==> src/rtl/alu_writeback.sv <==
// ALU result writeback: updates the Z/C/V/S flag register, issues register-file writes,
// and serialises word results to an 8-bit memory bus as low byte then high byte.
module alu_writeback #(
    parameter int unsigned ADDR_W = 24
) (
    input  logic              clk,
    input  logic              reset,
    input  logic              in_valid,
    output logic              in_ready,
    input  logic              in_size,
    input  logic [1:0]        in_dest,
    input  logic [3:0]        in_reg_sel,
    input  logic [ADDR_W-1:0] in_addr,
    input  logic [15:0]       in_result,
    input  logic [3:0]        in_flags,
    input  logic [3:0]        in_flag_mask,
    input  logic              flags_load,
    input  logic [3:0]        flags_load_data,
    output logic [3:0]        flags,
    output logic              reg_we,
    output logic [3:0]        reg_sel,
    output logic              reg_size,
    output logic [15:0]       reg_data,
    output logic              bus_write,
    output logic [ADDR_W-1:0] bus_addr,
    output logic [7:0]        bus_data,
    input  logic              bus_ack,
    output logic              busy
);

    typedef enum logic [1:0] {
        StIdle,
        StMemLo,
        StMemHi
    } state_e;

    localparam logic [1:0] DestReg = 2'd1;
    localparam logic [1:0] DestMem = 2'd2;

    state_e     state_q;
    logic [7:0] hi_byte_q;
    logic       word_q;
    logic       accept;

    assign in_ready = (state_q == StIdle);
    assign busy     = ~in_ready;
    assign accept   = in_valid & in_ready;

    always_ff @(posedge clk or posedge reset) begin
        if (reset) begin
            state_q   <= StIdle;
            hi_byte_q <= 8'h00;
            word_q    <= 1'b0;
            flags     <= 4'h0;
            reg_we    <= 1'b0;
            reg_sel   <= 4'h0;
            reg_size  <= 1'b0;
            reg_data  <= 16'h0000;
            bus_write <= 1'b0;
            bus_addr  <= '0;
            bus_data  <= 8'h00;
        end else begin
            reg_we <= 1'b0;

            // A direct load (e.g. restoring a saved status word) overrides any ALU update.
            if (flags_load) begin
                flags <= flags_load_data;
            end else if (accept) begin
                flags <= (flags & ~in_flag_mask) | (in_flags & in_flag_mask);
            end

            case (state_q)
                StIdle: begin
                    if (accept) begin
                        if (in_dest == DestReg) begin
                            reg_we   <= 1'b1;
                            reg_sel  <= in_reg_sel;
                            reg_size <= in_size;
                            reg_data <= in_size ? in_result : {8'h00, in_result[7:0]};
                        end else if (in_dest == DestMem) begin
                            state_q   <= StMemLo;
                            bus_write <= 1'b1;
                            bus_addr  <= in_addr;
                            bus_data  <= in_result[7:0];
                            hi_byte_q <= in_result[15:8];
                            word_q    <= in_size;
                        end
                    end
                end
                StMemLo: begin
                    if (bus_ack) begin
                        if (word_q) begin
                            state_q  <= StMemHi;
                            bus_addr <= bus_addr + ADDR_W'(1);
                            bus_data <= hi_byte_q;
                        end else begin
                            state_q   <= StIdle;
                            bus_write <= 1'b0;
                        end
                    end
                end
                StMemHi: begin
                    if (bus_ack) begin
                        state_q   <= StIdle;
                        bus_write <= 1'b0;
                    end
                end
                default: begin
                    state_q   <= StIdle;
                    bus_write <= 1'b0;
                end
            endcase
        end
    end

endmodule

==> config.mk <==
export PLATFORM = sky130hd
export DESIGN_NAME = alu_writeback
export DESIGN_NICKNAME = d
export VERILOG_FILES = /design/src/rtl/alu_writeback.sv
export SDC_FILE = /design/constraint.sdc
export NUM_CORES = 1
export LEC_CHECK = 0
export BUFFER_PORTS_ARGS = -buffer_cell sky130_fd_sc_hd__buf_2
export CAP_MARGIN = 20
export CORE_MARGIN = 5
export CORE_UTILIZATION = 53
export CTS_CLUSTER_DIAMETER = 120
export CTS_CLUSTER_SIZE = 20
export DETAILED_ROUTE_END_ITERATION = 6
export PLACE_DENSITY_LB_ADDON = 0.25
export SLEW_MARGIN = 20
export SYNTH_ARGS = -nofsm -noshare
export SYNTH_HDL_FRONTEND = slang
export SYNTH_SLANG_ARGS = --single-unit
==> constraint.sdc <==
create_clock -name clk -period 3.38 [get_ports clk]
set_input_delay 0.507 -clock clk [delete_from_list [all_inputs] [get_ports clk]]
set_output_delay 0.507 -clock clk [all_outputs]
set_load 0.05 [all_outputs]
==> results of run 1 <==
[flip-flops by register name (all words and copies together) (netlist names), named ones only]
name and cells:
bus_write 1, reg_we 1, reg_data 16, hi_byte_q 8
reg_size 1, bus_addr 24, word_q 1, state_q 2
bus_data 8, reg_sel 4
[per-stage QoR]
step                      setup slack (ps)  power [mW]
after detailed placement               901        2.94
after global routing                   745        3.96
after CTS                              972        3.77
final                                  977        3.76
after floorplan                       1100        2.53
after global placement                 980        2.90
[worst reg2reg max path, cell delays in order, from the launching register on]
cell       delay (ps)
dfrtp_1           480
nor3b_4           400
nand2_1           410
nand2_2           610
o21ai_0           200
o2bb2ai_1         160
[layer usage]
| layer | vias to the layer above | GRT usage | share of wire | routed length [um] |
|---|---|---|---|---|
| met1 | 1571 | 0.306 | 0.43 | 3880 |
| met5 | - | 0 | 0 | 0 |
| met4 | 0 | 0.0794 | 0.011 | 100 |
| met2 | 143 | 0.372 | 0.48 | 4360 |
| li1 | 1595 | - | - | - |
| met3 | 9 | 0.0450 | 0.084 | 770 |
[how the worst max path moves through the flow]
| stage | startpoint | endpoint | slack, ps | cells past startpoint |
|---|---|---|---|---|
| after floorplan | reset | async pin | 1100 | 1 |
| after global placement | in_valid | bus_addr[8] | 980 | 6 |
| after detailed placement | in_valid | bus_addr[8] | 900 | 6 |
| after CTS | state_q[1] | bus_addr[8] | 970 | 5 |
| after global routing | state_q[1] | bus_addr[8] | 750 | 5 |
| final | state_q[1] | bus_addr[8] | 980 | 5 |
[cell type report]
cell class                 instances  share of cell area
clock buffer                      11              0.0327
inverter                           7             0.00608
clock inverter                     5              0.0246
timing repair buffer             128               0.151
multi-input combinational        294               0.359
sequential                        70               0.405
tap                               77              0.0223
[cell families after synthesis]
| family | Yosys count |
|---|---|
| adder cells (fa/ha/maj) | 1 |
| buffers and inverters | 30 |
| AND/OR/NAND/NOR | 191 |
| AO/OA/AOI/OAI | 98 |
| flip-flops | 70 |
| multiplexers | 4 |
[power groups by stage]
stage,logic (mW),clock network (mW),registers [mW]
6_report,1.60,0.830,1.33
5_1_grt,1.71,0.877,1.38
2_1_floorplan,0.450,0,2.08
4_1_cts,1.61,0.841,1.33
3_5_place_dp,1.61,0,1.34
3_3_place_gp,1.58,0,1.32
[synthesized netlist by cell type, types with 2 or more instances]
master,instances,share of area
and3_1,2,0.0036
nor2b_1,2,0.0036
o22a_1,5,0.013
a31oi_1,11,0.020
buf_6,2,0.0065
nand4_1,6,0.011
nand2_1,123,0.13
buf_4,6,0.013
o21ai_1,2,0.0029
a21oi_1,27,0.039
nor2_1,25,0.027
nand2b_1,2,0.0036
inv_1,7,0.0076
o31a_1,2,0.0051
o21a_1,2,0.0043
mux2i_1,4,0.012
nor3_1,4,0.0058
nand2_2,2,0.0036
nand3_1,9,0.013
clkbuf_1,4,0.0043
buf_2,10,0.014
o21ai_0,26,0.038
nand3_2,2,0.0058
dfrtp_1,70,0.51
o22ai_1,8,0.014
nor2_2,2,0.0036
or3_1,2,0.0036
==> results.md, run 1 <==
Finish:
- The number of diodes added for antenna fixing is 0.
- The layout net count is 575.
- Of the cells placed in the final design, the portion with a size suffix greater than 1 is 0.315.
- The library cell used most frequently in the layout, excluding fill and tap cells, is buf_2.
- The post-route cell area is 0.00432 mm^2.
- In the final layout, the multi-input gates occupy 0.00155 mm^2.
- The number of inserted filler cells in the final layout is 524.
- The sequential cell area is 0.00175 mm^2.
- Once layout is complete, the cells apart from fillers number 592.
- Relative to the synthesized area, the layout overhead comes to 25.1%.
- Leaving out fill and tap cells, the most frequent cells in the layout are 124 x buf_2, 123 x nand2_1, 70 x dfrtp_1.
- At the end of the flow the core is filled with cells to 0.681.

Synth:
- Summing every instance area after synthesis gives 0.00345 mm^2.
- The mean instance size in the synthesized netlist is 8.77 um^2.
- Of the total synthesized cell area, the portion taken by full adders, half adders and majority gates is 0.00362.
- After synthesis, the share of flip-flops with an asynchronous set or reset is 1.00.
- The mux cell area share after synthesis is 0.0116.
- In this run, synthesis produced a sequential element count of 70.
- The post-synthesis compound-gate area fraction is 0.183.
- The synthesized netlist net count is 459.
- The cell count after synthesis is 394.
- The Yosys step of the flow raised 0 warnings.
- The largest family of logic cells by synthesized area is simple AND/OR/NAND/NOR gates.
- The simple-gate portion of the synthesized area is 0.248.
- The count of flip-flops with a built-in enable after synthesis is 0.
- Of the total synthesized cell area, the portion taken by XOR and XNOR cells is 0.
- The flip-flop cell with the highest count after synthesis is dfrtp_1.
- The netlist uses 54 different library cells.
- The sequential cell area fraction in the yosys report is 0.507.

Clocking:
- The clock drives 70 sinks.
- The cell sitting at the root of the clock tree is a clkbuf_8.
- For this design, the CTS-stage hold fixing added 0 buffers.
- The count of cells resized by post-cts repair is 0.
- The post-CTS clock slew at the launch and capture registers of the worst setup and hold paths is 80 ps.
- The number of buffers created by CTS is 9.
- The number of levels the H-tree was split into is 3.
- The TritonCTS clock tree is yes.
- After clock tree synthesis, the setup repair step added 0 buffers.
- In this run the deepest clock path goes through 2 buffers.
- The clock insertion delay at the later pin of the skew report is 340 ps.

Timing:
- The total count of hold-check failures in the final report is 0.
- Dividing the final minimum period by the clock period gives 0.711.
- Setup repair after global routing left no endpoint under its margin.
- For this run, the top clock speed supported by timing is 416 MHz.
- The total negative setup slack is 0 ps.
- The measured slew at the worst slew-check pin is 855 ps.
- Final hold analysis gives a worst-case slack of 282 ps.
- The max-slew violation count is 0.
- The worst pin sits at a relative slew slack of 0.430.
- Setup violations remaining at the end of the flow were counted as 0.
- The final critical delay including setup and external delays is 2400 ps.
- The clock arrives with 7.49 ps of skew.

Drt:
- The DRC violation count after routing is 0.
- In this run, the number of DRC markers left after iteration 0 of detailed routing was 167.
- For this run, the detailed router's first-pass iteration total came to 5.
- The aggregate routed wire length is 9120 um.
- After detailed routing, the number of vias per cell comes to 5.60.
- Once detail routing completed, the nets flagged for antenna violations numbered 0.
- In the final routed layout, each cell accounts on average for 15.4 um.
- Across all layers, the routed design uses 3318 vias.

Worst setup path:
- The buffer and inverter count on the worst path is 0.
- The startpoint class of the critical path is a register.
- The data arrival time at the worst-slack endpoint is 2600 ps.
- The cell class contributing the biggest share of worst-path delay is simple AND/OR/NAND/NOR gates.
- The signal on the critical path passes through nor3b_4 -> nand2_1 -> nand2_2 -> o21ai_0 -> o2bb2ai_1.
- The cell with the biggest individual delay on the critical path is nand2_2.
- The number of cells traversed by the worst register-to-register path is 5.
- The element type at the critical path end is a register.
- The critical path class is register to register.
- In this run the worst path has a maximum fanout of 35.
- The register-to-register setup slack is 980 ps.
- For the worst setup path, the data required time is 3580 ps.
- The startpoint of the lowest-slack register-to-register path is state_q[1].
- In this design, the stage delay of the slowest critical-path cell is 610 ps.
- In this run the critical register-to-register path is captured at bus_addr[8].

Worst hold path:
- The tightest min-delay check is of the input port to async pin type.

Power and ir drop:
- The peak supply drop is 0.000592 V.
- The total net switching power is 1.77 mW.
- The leakage power total is 2.15 nW.
- Power spread over the standard cell area amounts to 870 mW/mm^2.
- The fraction of power spent switching nets is 0.472.
- The fraction of power consumed by combinational cells is 0.425.
- The part of the total power dissipated in the clock network is 0.221.
- The internal power summed over all cells is 1.99 mW.
- The share of total power dissipated in sequential elements is 0.355.

Floorplan:
- The die is 90.7 um wide.
- The core region is 0.00635 mm^2.
- In this run the core area contains 29 standard-cell rows.
- From bottom edge to top edge, the die measures 90.7 um.
- The boundary pin count is 125.
- The floorplan step defined a die boundary enclosing 0.00823 mm^2.
- The initial utilization of the core area, before any placement, comes to 0.544.

Flow run:
- The number of maximum-capacitance violations is 0.

Placement:
- Summed over all nets, the half-perimeter wirelength after detailed placement is 6580 um.
- The post-place instance area is 0.00407 mm^2.
- The number of input and output port buffers inserted is 124.
- At the end of routability-driven placement, the weighted congestion stood at 0.887.
- After detailed placement, the design holds a cell count of 576.

GRT:
- The global-route wire length before repair is 15600 um.
- The global-route congestion overflow total is 0.
- Entering global routing, the biggest net connects 36 pins.
- The number of global-route vias before repair is 3309.
- The initial antenna violation count came to 0.
- The global-route usage over all layers is 0.229.

Status:
- The run finished with clean final reports.
Power figures use the tool's default switching activity.
==> run 2, diff against run 1 <==
ABC_AREA = 1   (was unset)
CORE_UTILIZATION = 50   (was 53)
clock period = 2.23 ns   (was 3.38 ns; I/O delays follow)
==> results.md, run 2 <==
Worst setup path:
- The element type at the critical path end is a register.
- The critical path class is register to register.
- Walking the worst path, the cells encountered are nor2_4 -> buf_4 -> inv_2 -> nand2_1 -> o21ai_0 -> o21ai_0.
- The critical-path maximum fanout is 45 (+29%).
- The cell class contributing the biggest share of worst-path delay is buffers and inverters.
- The most numerous cell type found on the critical path is o21ai_0.
- STA classifies the critical path startpoint as a register.
- The required time of the critical path was 2480 ps (-1100 ps).
- The cell with the biggest individual delay on the critical path is dfrtp_1.
- The delay of the slowest critical-path stage is 450 ps (-160 ps).
- The buffer and inverter count on the worst path came to 2 (+2).
- The data arrival time at the worst-slack endpoint came to 2000 ps (-600 ps).
- The register-to-register setup slack was 480 ps (-490 ps).

Timing:
- The measured slew at the worst slew-check pin is 530 ps (-326 ps).
- The worst slew margin relative to its limit was 0.646 (+0.216).
- The total count of hold-check failures in the final report is 0 (unchanged).
- The total setup violations reported at the end of the flow came to 0 (unchanged).
- The final clock period utilization by the worst path is 0.784 (+0.0729).
- The total negative setup slack is 0 ps (unchanged).
- The timing-limited maximum frequency came to 572 MHz (+37%).
- The max-slew violation count came to 0 (unchanged).
- Setup repair after global routing left no endpoint under its margin.
- The final critical delay including setup and external delays is 1750 ps (-655 ps).
- The worst clock skew is 8.22 ps (+0.725 ps).

Synth:
- The xor and xnor fraction of the mapped netlist area was 0.00718 (+0.00718).
- The unique cell type count in the Yosys netlist is 27 (-50%).
- The biggest area contributor in the post-synthesis netlist is dfrtp_1.
- The cell count after synthesis was 507 (+29%).
- After synthesis, the largest family of logic cells by area is simple AND/OR/NAND/NOR gates.
- By area the synthesized netlist is led by dfrtp_1 48%, nand2_1 19%, o21ai_0 6.4%, nor2_1 6.3%, inv_1 4.8%.
- The sequential cell area fraction in the yosys report is 0.478 (-0.0286).
- The area of the mapped netlist is 0.00366 mm^2 (+6.0%).
- The mux cell area share after synthesis came to 0 (-0.0116).
- The post-synthesis compound-gate area fraction is 0.101 (-0.0821).
- The number of warnings reported in the yosys synthesis log is 0 (unchanged).
- The synthesized netlist net count is 572 (+25%).
- In the synthesized netlist, the cells that appear most often are 185 x nand2_1, 70 x dfrtp_1, 61 x nor2_1.
- The synthesis-stage register bit count was 70 (unchanged).
- The fraction of the mapped netlist area in adder cells is 0.00342 (-0.000204).
- The count of flip-flops with a built-in enable after synthesis was 0 (unchanged).
- The cell with the most instances after synthesis is nand2_1.
- The mean instance size in the synthesized netlist is 7.22 um^2 (-18%).
- The flip-flop cell with the highest count after synthesis is dfrtp_1.
- The share of synthesized flip-flops with an asynchronous set or reset was 1.00 (unchanged).
- The simple-gate portion of the synthesized area is 0.333 (+0.0855).
- The share of the synthesized area in the top cell type was 0.478 (-0.0286).

Finish:
- The layout net count is 697 (+21%).
- The number of diodes added for antenna fixing was 0 (unchanged).
- In the final layout, the registers with the most flip-flops are bus_addr: 24 flops, reg_data: 16 flops.
- The share of layout cells above drive strength 1 is 0.256 (-0.0587).
- The number of inserted filler cells in the final layout is 671 (+28%).
- The area growth from synthesis to final layout is 25.3%.
- The leading cell type in the layout, fill and taps excluded is nand2_1.
- The flip-flop count of the largest register, all copies and words added is 24 (unchanged).
- Leaving out fill and tap cells, the most frequent cells in the layout are 185 x nand2_1, 124 x buf_2, 70 x dfrtp_1.
- The post-route cell area is 0.00459 mm^2 (+6.1%).
- More flip-flops sit in one register than any other, and that register is bus_addr.

Placement:
- The routability congestion estimate from global placement is 0.913 (+2.9%).
- The post-place instance area is 0.00437 mm^2 (+7.4%).
- The number of input and output port buffers inserted is 124 (unchanged).
- The post-detailed-placement half-perimeter wirelength is 7170 um (+8.9%).

Power and ir drop:
- The part of the total power dissipated in the clock network is 0.148 (-0.073).
- The leakage power total is 2.48 nW (+16%).
- The total power per unit cell area is 1570 mW/mm^2 (+81%).
- The peak supply drop was 0.000792 V (+34%).
- The internal power summed over all cells is 3.26 mW (+64%).
- The fraction of power spent switching nets is 0.547 (+0.0749).
- The fraction of power consumed by combinational cells is 0.524 (+0.099).
- The total net switching power is 3.94 mW (+120%).
- The sequential power share came to 0.329 (-0.026).

Floorplan:
- The overall die width is 95.6 um (+5.3%).
- The boundary pin count is 125 (unchanged).
- The placement row count was 31 (+6.9%).
- The floorplan core area is 0.00718 mm^2 (+13%).
- The effective utilization at floorplan came to 0.510 (-0.0338).
- The area enclosed by the die boundary is 0.00913 mm^2 (+11%).
- The height of the chip came to 95.6 um (+5.3%).

GRT:
- The global-route congestion overflow total is 0 (unchanged).
- The pin count of the biggest net entering global routing came to 46 (+28%).
- The initial antenna violation count is 0 (unchanged).
- The number of global-route vias before repair was 3364 (+1.7%).
- The global-route usage over all layers is 0.221 (-0.00802).
- The global-route wire length before repair is 15700 um (+0.71%).

Drt:
- The DRC violation count after routing was 0 (unchanged).
- The count of antenna-violating nets left after detailed routing was 0 (unchanged).
- The total number of vias came to 3602 (+8.6%).
- The aggregate routed wire length is 9650 um (+5.8%).
- The via count normalized by instance count is 4.89 (-13%).
- The total iterations of the first detailed-routing run was 5 (unchanged).
- The routed length per instance was 13.1 um (-15%).
- The violation count after the first detailed-route iteration is 120 (-28%).

Clocking:
- The setup fix buffers added after clock tree synthesis is 0 (unchanged).
- The post-CTS clock slew at the launch and capture registers of the worst setup and hold paths is 90 ps (about the same).
- The number of buffers created by CTS is 9 (unchanged).
- The number of levels the H-tree was split into is 3 (unchanged).
- The sink count of the clock tree is 70 (unchanged).
- The clock insertion delay at the later pin of the skew report was 350 ps (about the same).
- The TritonCTS clock tree is yes.
- The deepest clock path buffer count is 2 (unchanged).
- The clock root buffer master is clkbuf_8.
- The count of cells resized by post-cts repair came to 0 (unchanged).

Worst hold path:
- The type of the worst min-delay path is input port to register.

Flow run:
- The number of maximum-capacitance violations is 0 (unchanged).

Status:
- The flow ran to the end, and the final reports show no timing, DRC or antenna violations.
[run 2: cell types whose count changed in the layout (fill, tap and decap cells not counted), moves of 5 or more]
cell | previous run | this run
nand2_1 | 123 | 185
o22ai_1 | 8 | 0
o21ai_0 | 26 | 47
nor2_1 | 25 | 61
o211ai_1 | 0 | 5
inv_1 | 6 | 46
nand3_1 | 9 | 30
a31oi_1 | 11 | 5
a21oi_1 | 27 | 4
o22a_1 | 5 | 0
[run 2: logic make-up after synthesis]
family	after synthesis
AO/OA/AOI/OAI	69
XOR/XNOR	3
adder cells (fa/ha/maj)	1
buffers and inverters	68
flip-flops	70
AND/OR/NAND/NOR	296
[run 2: path summary, 6_finish.rpt]
kind	from	to	cells past startpoint
max in group asynchronous	reset	bus_data[3]	4
hold reg to reg	bus_data[6]	bus_data[6]	2
setup reg to reg	state_q[1]	bus_data[2]	6
hold / removal	in_reg_sel[0]	reg_sel[0]	3
setup / recovery	state_q[1]	bus_data[2]	6
min in group asynchronous	reset	reg_data[3]	3
[run 2: stage by stage]
stage,hold WS [ps],setup WS [ps],power [mW],instances,util
floorplan,444,127,5.23,507,-
global placement,356,548,6.08,719,0.609
detailed placement,361,493,6.17,719,0.609
CTS,166,498,7.26,736,0.639
global route,165,220,7.69,736,0.639
finish,180,482,7.21,736,0.639
[run 2: per-layer routing]
layer	up-vias	GRT usage	part of all wire
li1	1848	-	-
met3	7	0.0742	0.078
met1	1642	0.277	0.41
met5	-	0	0
met4	0	0.0509	0.0079
met2	105	0.371	0.50
[run 2: worst min-delay path: cells and delay by family]
kind,cells,cell delay (ps)
buffers and inverters,1,80
AND/OR/NAND/NOR,2,90
[run 2: area by class of cell]
type	instances	area (um^2)	share of cell area
clock buffers	9	124	0.0270
clock inverters	7	80.1	0.0175
inverters	51	191	0.0417
multi-input cells	369	1630	0.355
flip-flops and latches	70	1750	0.382
well taps	99	124	0.0270
repair buffers	131	688	0.150
[run 2: timing repair]
item	CTS	global route
endpoints found under the setup margin	0	0
hold endpoints to repair	18	0
hold buffers	1	0
[run 2: power groups by stage]
| stage | combinational, mW | sequential [mW] | clock (mW) |
|---|---|---|---|
| finish | 3.77 | 2.37 | 1.06 |
| global route | 4.09 | 2.44 | 1.16 |
| CTS | 3.81 | 2.35 | 1.09 |
| detailed placement | 3.80 | 2.37 | 0 |
| global placement | 3.72 | 2.36 | 0 |
| floorplan | 1.33 | 3.90 | 0 |
==> run 3, diff against run 2 <==
clock period = 1.7 ns   (was 2.23 ns; I/O delays follow)
==> results.md, run 3 (synthesized netlist as in run 2, its figures left out) <==
Status:
- The run finished, with violations left.
- The final reports fail on negative hold slack.

Finish:
- Counting flops per register, the top entry is bus_addr.
- In the layout the commonest cells are 184 x nand2_1, 124 x buf_2, 68 x dfrtp_1.
- In the final layout, the registers with the most flip-flops are bus_addr: 24 flops, reg_data: 16 flops.
- The library cell used most frequently in the layout, excluding fill and tap cells, is nand2_1.
- The share of layout cells above drive strength 1 was 0.268 (+0.0120).
- The layout net count is 702 (+0.72%).
- The number of diodes added for antenna fixing is 0 (unchanged).
- The area growth from synthesis to final layout is 27.2%.
- The post-route cell area is 0.00466 mm^2 (+1.6%).
- The flip-flop count of the largest register, all copies and words added came to 24 (unchanged).

Power and ir drop:
- The fraction of power spent switching nets is 0.546 (-0.00125).
- The part of the total power dissipated in the clock network was 0.129 (-0.019).
- The total power per unit cell area is 2030 mW/mm^2 (+29%).
- The leakage power total is 2.50 nW (+0.66%).
- The sequential power share is 0.326 (-0.003).
- The internal power summed over all cells was 4.29 mW (+32%).
- The fraction of power consumed by combinational cells is 0.545 (+0.021).
- The total net switching power is 5.16 mW (+31%).
- The peak supply drop was 0.00140 V (+77%).

Timing:
- The total setup violations reported at the end of the flow came to 0 (unchanged).
- The max-slew violation count is 0 (unchanged).
- Setup repair after global routing left no endpoint under its margin.
- The final critical delay including setup and external delays is 1510 ps (-234 ps).
- The measured slew at the worst slew-check pin was 382 ps (-148 ps).
- The total count of hold-check failures in the final report is 13 (+13).
- The worst slew margin relative to its limit is 0.745 (+0.0992).
- The worst clock skew is 10.4 ps (+2.14 ps).
- The total negative setup slack is 0 ps (unchanged).
- The worst-case hold slack is -10.4 ps (-190 ps).
- The final clock period utilization by the worst path came to 0.891 (+0.107).
- The timing-limited maximum frequency is 660 MHz (+15%).

Worst setup path:
- The origin of the worst setup path is state_q[1].
- The largest individual stage delay along the critical path comes from the cell dfrtp_1.
- The critical-path maximum fanout came to 45 (unchanged).
- The element type at the critical path end is a register.
- The delay of the slowest critical-path stage is 450 ps (about the same).
- By instance count, the cell type seen most on the critical path is nand2_1.
- The required time of the critical path is 1950 ps (-530 ps).
- The startpoint class of the critical path is a register.
- The startpoint of the lowest-slack register-to-register path is state_q[1].
- The data arrival time at the worst-slack endpoint came to 1760 ps (-240 ps).
- The setup path with the least slack is of type register to register.
- Traced cell by cell, the critical path runs through nor2_4 -> buf_12 -> inv_2 -> o21ai_0 -> nand2_1 -> nand2_1 -> inv_1.

Clocking:
- The hold-fix buffer count after cts is 0 (-1).
- The tree is rooted in a clkbuf_8.
- The setup fix buffers added after clock tree synthesis is 0 (unchanged).
- The post-CTS clock slew at the launch and capture registers of the worst setup and hold paths is 80 ps (about the same).
- The number of buffers created by CTS is 9 (unchanged).
- TritonCTS built the clock tree.
- The sink count of the clock tree is 70 (unchanged).
- The clock insertion delay at the later pin of the skew report came to 340 ps (about the same).
- The count of cells resized by post-cts repair is 0 (unchanged).
- The number of levels the H-tree was split into is 3 (unchanged).
- The deepest clock path buffer count is 2 (unchanged).

Flow run:
- The number of maximum-capacitance violations was 0 (unchanged).

Drt:
- The DRC violation count after routing was 0 (unchanged).
- The total iterations of the first detailed-routing run is 4 (-1).
- The via count normalized by instance count is 4.97 (+1.6%).
- The count of antenna-violating nets left after detailed routing is 0 (unchanged).
- The violation count after the first detailed-route iteration came to 216 (+80%).
- The aggregate routed wire length is 9690 um (+0.46%).
- The routed length per instance was 13.1 um (-0.22%).
- The total number of vias is 3684 (+2.3%).

Placement:
- The post-place instance area is 0.00447 mm^2 (+2.1%).
- The routability congestion estimate from global placement was 0.911 (-0.26%).
- The post-detailed-placement half-perimeter wirelength came to 7120 um (-0.65%).
- The number of input and output port buffers inserted came to 124 (unchanged).

GRT:
- The global-route congestion overflow total is 0 (unchanged).
- The global-route wire length before repair was 15800 um (+0.70%).
- The global-route usage over all layers is 0.221 (about the same).
- The number of global-route vias before repair is 3495 (+3.9%).
- The pin count of the biggest net entering global routing was 71 (+54%).
- The initial antenna violation count is 0 (unchanged).

Floorplan:
- The floorplan core area is 0.00718 mm^2 (unchanged).
- The boundary pin count is 125 (unchanged).
- The height of the chip is 95.6 um (unchanged).
- The overall die width is 95.6 um (unchanged).
- The area enclosed by the die boundary is 0.00913 mm^2 (unchanged).
- The effective utilization at floorplan is 0.510 (unchanged).
- The placement row count is 31 (unchanged).

Worst hold path:
- The type of the worst min-delay path is input port to async pin.
run 3: changes by cell type in the layout (fill, tap and decap cells not counted), moves of 2 or more:
| cell | change |
|---|---|
| buf_12 | +3 |
| dfrtp_2 | +2 |
| nor2_4 | +3 |
| nor2_2 | -2 |
| buf_4 | +3 |
| dfrtp_1 | -2 |
| inv_6 | -3 |
| clkinvlp_4 | +3 |
run 3: worst max-delay path, delay by kind of cell (launching register included):
kind | cells | cell delay (ps)
AOI/OAI and AO/OA | 1 | 210
and+or+nand+nor | 3 | 300
buffers and inverters | 3 | 470
DFF | 1 | 450
run 3: path summary, 6_finish.rpt:
check / end / slack (ps) / cells past startpoint
min: bus_addr[0] / -10 / 3
max in group asynchronous: bus_addr[20] / 1390 / 3
min in group clk: reg_sel[0] / 110 / 3
max: bus_addr[15] / 190 / 7
min reg2reg: bus_write / 470 / 2
max reg2reg: bus_addr[15] / 190 / 7
run 3: per-layer routing:
layer / share of wire / track usage / vias up
met5: 0 / 0 / -
met4: 0.012 / 0.0877 / 0
met3: 0.079 / 0.0545 / 9
met2: 0.49 / 0.365 / 119
met1: 0.42 / 0.279 / 1698
li1: - / - / 1858
run 3: area by class of cell:
class | count | area, um^2
Clock buffer | 11 | 141
Clock inverter | 5 | 35.0
Fill cell | 676 | 2520
Inverter | 51 | 195
Multi-Input combinational cell | 369 | 1650
Sequential cell | 70 | 1750
Tap cell | 99 | 124
Timing Repair Buffer | 136 | 761
run 3: stage by stage:
stage / power, mW / worst slack [ps] / std cells / util
after global placement: 8.15 / 238 / 725 / 0.622
after global routing: 10.1 / 18.4 / 741 / 0.649
after floorplan: 6.88 / 24.9 / 507 / -
after detailed placement: 8.28 / 185 / 725 / 0.622
after CTS: 9.50 / 166 / 741 / 0.647
final: 9.45 / 186 / 741 / 0.649
run 3: power by group through the flow:
| stage | sequential [mW] | combinational, mW | clock (mW) |
|---|---|---|---|
| floorplan | 5.13 | 1.75 | 0 |
| global placement | 3.07 | 5.08 | 0 |
| detailed placement | 3.10 | 5.18 | 0 |
| CTS | 3.08 | 5.19 | 1.24 |
| global route | 3.19 | 5.59 | 1.32 |
| finish | 3.08 | 5.15 | 1.21 |
